`src/rtl/pc_sequencer.sv`:
```
// Fetch-stage program-counter sequencer: picks the next PC from sequential step, branch,
// call/return (through a circular return-address stack) or trap, with registered status pulses.
module pc_sequencer #(
    parameter int unsigned          XLEN      = 32,
    parameter logic [XLEN-1:0]      RESET_VEC = '0,
    parameter logic [XLEN-1:0]      TRAP_VEC  = 'h100,
    parameter int unsigned          STEP      = 4,
    parameter int unsigned          RAS_DEPTH = 8
) (
    input  logic                         clk,
    input  logic                         reset,
    input  logic                         stall,
    input  logic                         trap,
    input  logic                         branch_en,
    input  logic                         call_en,
    input  logic                         ret_en,
    input  logic [XLEN-1:0]              target,
    output logic [XLEN-1:0]              pc,
    output logic [XLEN-1:0]              pc_next,
    output logic                         misaligned,
    output logic                         ras_overflow,
    output logic                         ras_underflow,
    output logic [$clog2(RAS_DEPTH):0]   ras_count
);

    localparam int unsigned PW = $clog2(RAS_DEPTH);
    localparam int unsigned CW = PW + 1;
    localparam logic [XLEN-1:0] LOW_MASK = XLEN'(STEP - 1);

    logic [XLEN-1:0] pc_q, pc_d;
    logic [CW-1:0]   cnt_q, cnt_d;
    logic [PW-1:0]   wp_q, wp_d;          // next free slot; top of stack is wp_q-1
    logic            mis_q, mis_d;
    logic            ovf_q, ovf_d;
    logic            unf_q, unf_d;
    logic [XLEN-1:0] ras_q [RAS_DEPTH];

    logic            ras_we;
    logic [PW-1:0]   ras_waddr;
    logic [XLEN-1:0] ras_wdata;

    logic [XLEN-1:0] seq_pc;
    logic [XLEN-1:0] tgt_aligned;
    logic            tgt_mis;
    logic [PW-1:0]   top_idx;
    logic            ras_empty;
    logic            ras_full;

    always_comb begin
        seq_pc      = pc_q + XLEN'(STEP);
        tgt_aligned = target & ~LOW_MASK;
        tgt_mis     = |(target & LOW_MASK);
        top_idx     = wp_q - PW'(1);
        ras_empty   = (cnt_q == '0);
        ras_full    = (cnt_q == CW'(RAS_DEPTH));
    end

    // NOTE: every signal written here gets a default first, so no path can infer a latch.
    always_comb begin
        pc_d      = pc_q;
        cnt_d     = cnt_q;
        wp_d      = wp_q;
        mis_d     = 1'b0;
        ovf_d     = 1'b0;
        unf_d     = 1'b0;
        ras_we    = 1'b0;
        ras_waddr = wp_q;
        ras_wdata = seq_pc;

        if (!stall) begin
            if (trap) begin
                pc_d = TRAP_VEC;
            end else if (ret_en && call_en) begin
                if (ras_empty) begin
                    // Nothing to return to: behave as a plain call and flag the underflow.
                    pc_d   = tgt_aligned;
                    mis_d  = tgt_mis;
                    unf_d  = 1'b1;
                    ras_we = 1'b1;
                    wp_d   = wp_q + PW'(1);
                    cnt_d  = cnt_q + CW'(1);
                end else begin
                    pc_d      = ras_q[top_idx];
                    ras_we    = 1'b1;
                    ras_waddr = top_idx;
                end
            end else if (ret_en) begin
                if (ras_empty) begin
                    pc_d  = seq_pc;
                    unf_d = 1'b1;
                end else begin
                    pc_d  = ras_q[top_idx];
                    wp_d  = top_idx;
                    cnt_d = cnt_q - CW'(1);
                end
            end else if (call_en) begin
                // A full stack wraps and overwrites its oldest entry, which sits at wp_q.
                pc_d   = tgt_aligned;
                mis_d  = tgt_mis;
                ras_we = 1'b1;
                wp_d   = wp_q + PW'(1);
                if (ras_full) ovf_d = 1'b1;
                else          cnt_d = cnt_q + CW'(1);
            end else if (branch_en) begin
                pc_d  = tgt_aligned;
                mis_d = tgt_mis;
            end else begin
                pc_d = seq_pc;
            end
        end
    end

    // NOTE: sequential state uses non-blocking assignments so all flops update from pre-edge values.
    always_ff @(posedge clk or posedge reset) begin
        if (reset) begin
            pc_q  <= RESET_VEC;
            cnt_q <= '0;
            wp_q  <= '0;
            mis_q <= 1'b0;
            ovf_q <= 1'b0;
            unf_q <= 1'b0;
        end else begin
            pc_q  <= pc_d;
            cnt_q <= cnt_d;
            wp_q  <= wp_d;
            mis_q <= mis_d;
            ovf_q <= ovf_d;
            unf_q <= unf_d;
        end
    end

    // NOTE: stack storage has no reset; entries are only ever read below the count, which is reset.
    always_ff @(posedge clk) begin
        if (ras_we) ras_q[ras_waddr] <= ras_wdata;
    end

    assign pc            = pc_q;
    assign pc_next       = pc_d;
    assign misaligned    = mis_q;
    assign ras_overflow  = ovf_q;
    assign ras_underflow = unf_q;
    assign ras_count     = cnt_q;

endmodule

```
`config.mk`:
```
export PLATFORM = sky130hd
export DESIGN_NAME = pc_sequencer
export DESIGN_NICKNAME = d
export VERILOG_FILES = /design/src/rtl/pc_sequencer.sv
export SDC_FILE = /design/constraint.sdc
export NUM_CORES = 1
export LEC_CHECK = 0
export ABC_CLOCK_PERIOD_IN_PS = 5950
export CAP_MARGIN = 20
export CORE_MARGIN = 1.5
export CORE_UTILIZATION = 41
export DETAILED_ROUTE_END_ITERATION = 8
export HOLD_SLACK_MARGIN = 0.15
export PLACE_DENSITY_LB_ADDON = 0.3
export SETUP_SLACK_MARGIN = 0.15
export SLEW_MARGIN = 5
export SYNTH_ARGS = -nofsm -noshare
export SYNTH_HDL_FRONTEND = slang
export SYNTH_SLANG_ARGS = --single-unit
```
`constraint.sdc`:
```
create_clock -name clk -period 5.95 [get_ports clk]
set_clock_uncertainty 0.1 [all_clocks]
set_input_delay 0.595 -clock clk [delete_from_list [all_inputs] [get_ports clk]]
set_output_delay 0.595 -clock clk [all_outputs]
set_load 0.01 [all_outputs]
```
==> impl_metrics.yaml <==
run_status:
  status: "finished clean"
synthesis:
  yosysTopAreaCell: "edfxtp_1"
  synth_area_leaders: "edfxtp_1 (59%), dfrtp_1 (8.0%), mux4_2 (7.8%)"
  synth_nets: 894
  avgSynthCellArea_um2: 15.4
  ys_seq_area_frac: 0.669
  synth-edff-count: 256
  ys_ff_latch: 298
  yosys.area.top_type_share: 0.589
  synth.distinct_cells: 63
  syn_inst: 849
  synth_async_sr_flop_share: 0.141
  ys_warn_count: 0
  synth.cell_area_um2: 13100
  ys.flop_type: "edfxtp_1"
clocking:
  clock_path_buffers: 3
  clk_latency_ns: 0.52
  cts-root-buf: "clkbuf_16"
  clock_sinks: 298
  ctsResizeCount: 0
  numCtsBuffers: 34
  ctsHtreeMaxLevel: 2
  postCtsSetupBuffers: 0
  cts_tree: "built"
  hold_buffers: 0
  clk_pin_slew_ns: 0.06
floorplanning:
  dieHeight_um: 181
  die_x_um: 181
  pin_count: 110
  core_area_um2: 31500
  die_area_um2: 32900
  initial_core_util: 0.415
  rows: 65
cells_and_area:
  instances_no_fill: 1395
  finalNetCount: 1013
  postLayoutCellArea_um2: 15700
  diodes: 0
  final_cell_mix: "edfxtp_1 (256), clkdlybuf4s50_1 (108), nand2_1 (90)"
  syn2layout_area_growth_pct: 20.0
  mostFrequentLayoutCell: "edfxtp_1"
  layout-drive-gt1-share: 0.140
critical_path:
  critical_path_required_ns: 5.26
  regToRegSetupSlack_ns: 2.12
  criticalPathCategory: "register to primary output"
  start_kind: "register"
  path_max_fanout: 50
  worst_r2r_path_depth: 9
  r2r_start: "ras_count[0]"
  setup.worst_path.end_class: "primary output"
  critPathArrivalTime_ns: 4.17
  r2r_end: "ras_q[2][11]"
routing:
  initialDrtViolationCount: 954
  wl_um: 35700
  route.detailed.drc: 0
  vias: 8223
  detail-route-antenna-nets: 0
  post_drt_wl_per_cell_um: 25.6
  viasPerCell: 5.89
  first_pass_iters: 5
timing:
  holdWs_ns: 0.365
  final-hold-violation-count: 0
  layout_setup_ws_ns: 1.09
  post-route-min-period_ns: 4.86
  fmax_ghz: 0.206
  worst_slew_pin_slew_ns: 0.999
  finalSetupViolCount: 0
  slew_violations: 0
  rsz0062_at_grt: "false"
  slew-limit-headroom: 0.334
  period_share: 0.817
  setup_tns_ns: 0
placed_design:
  gp_congestion: 0.854
  hpwl_um: 22600
  dpl.cell_count: 1334
  numPortBuffers: 109
  post_dp_cell_area_um2: 14700
  pre_cts_slack_ns: 1.48
power_and_ir_drop:
  switching_share: 0.331
  switching_power_w: 0.00245
  p_seq_frac: 0.384
  intPower_w: 0.00495
  leakagePower_nw: 5.40
  vdd_drop_max_mv: 0.301
  power.density_nw_per_um2: 473
  clkPwrFrac: 0.261
  combPwrFrac: 0.355
flow_run:
  cap_violations: 0
global_routing:
  grt_max_degree: 52
  track_usage: 0.219
  grt_overflow_total: 0
  grt_antenna_before_repair: 0
  grt_pass1_wl_um: 53100
  grt_pass1_vias: 8181
min_path:
  hold_path_class: "input port to async pin"
## worst max-delay path by stage
stage                     startpoint           to  depth (start not counted)  slack [ns]
after global routing         wp_q[1]  pc_next[11]                          9        0.90
final                        wp_q[1]  pc_next[11]                          9        1.09
after detailed placement     call_en  pc_next[21]                          8        1.48
after floorplan              wp_q[0]  ras_q[2][0]                         12        1.55
after global placement       call_en  pc_next[19]                          7        1.54
after CTS                    wp_q[1]  pc_next[11]                          9        1.11
## cell type report
class / count / area [um^2]
tap: 402 / 503
timing repair buffer: 134 / 1300
multi-input combinational: 482 / 4050
inverter: 18 / 67.6
sequential: 298 / 8740
clock inverter: 13 / 109
fill: 2628 / 15800
clock buffer: 48 / 903
## flip-flops by register name, indices dropped and copies added (netlist names)
signal	cells
pc	32
ras_overflow	1
ras_count	4
ras_q	256
misaligned	1
wp_q	3
ras_underflow	1
## metrics by stage
| stage | total power (W) | util |
|---|---|---|
| after detailed placement | 0.00552 | 0.466 |
| after CTS | 0.00744 | 0.498 |
| final | 0.00741 | 0.498 |
| after global routing | 0.00772 | 0.498 |
| after global placement | 0.00550 | 0.465 |
| after floorplan | 0.00461 | - |
## cells by family after synthesis
group           after synthesis  share of synthesized area
xor+xnor                     34                     0.0242
fa+ha+maj                     6                    0.00575
simple gates                219                     0.0798
mux                          91                      0.126
flops                       298                      0.669
compound gates              132                     0.0690
buf+inv                      69                     0.0265
## cell usage after synthesis (all sizes together) (3+ instances only)
cell	n
edfxtp	256
nand2	90
mux4	55
dfrtp	42
buf	35
mux2i	34
o21ai	32
nor2	31
nand3	27
xnor2	26
a21oi	24
inv	17
clkbuf	16
nand4	15
nor3	13
a31oi	9
and3	9
o211ai	9
xor2	8
a21o	7
and2	7
nor4	7
ha	6
a22o	5
a211oi	4
a221oi	4
a2bb2oi	4
o221a	4
o221ai	4
a22oi	3
nand3b	3
nor2b	3
o21a	3
o22ai	3
or3	3
## critical path, cell delays in order, from the launching register on
cell             delay [ns]
dfrtp_1                0.47
inv_1                  0.13
ha_4                   0.80
buf_4                  0.58
mux4_2                 0.30
nand2_1                0.05
nand3_1                0.12
o211ai_1               0.09
o21ai_0                0.40
clkdlybuf4s50_1        0.63
## power by group through the flow
stage	registers, W	logic, W	clock network (W)
floorplan	0.00282	0.00180	0
global placement	0.00288	0.00262	0
detailed placement	0.00289	0.00263	0
CTS	0.00285	0.00264	0.00196
global route	0.00287	0.00281	0.00204
finish	0.00285	0.00263	0.00193
## routing by layer
layer  vias to the layer above  wire length [um]  GRT usage
li1                       3577                 -          -
met1                      4207             15500      0.316
met2                       381             16900      0.346
met3                        58              2600     0.0359
met5                         -                 0          0
met4                         0               693     0.0603
Power figures use the tool's default switching activity.
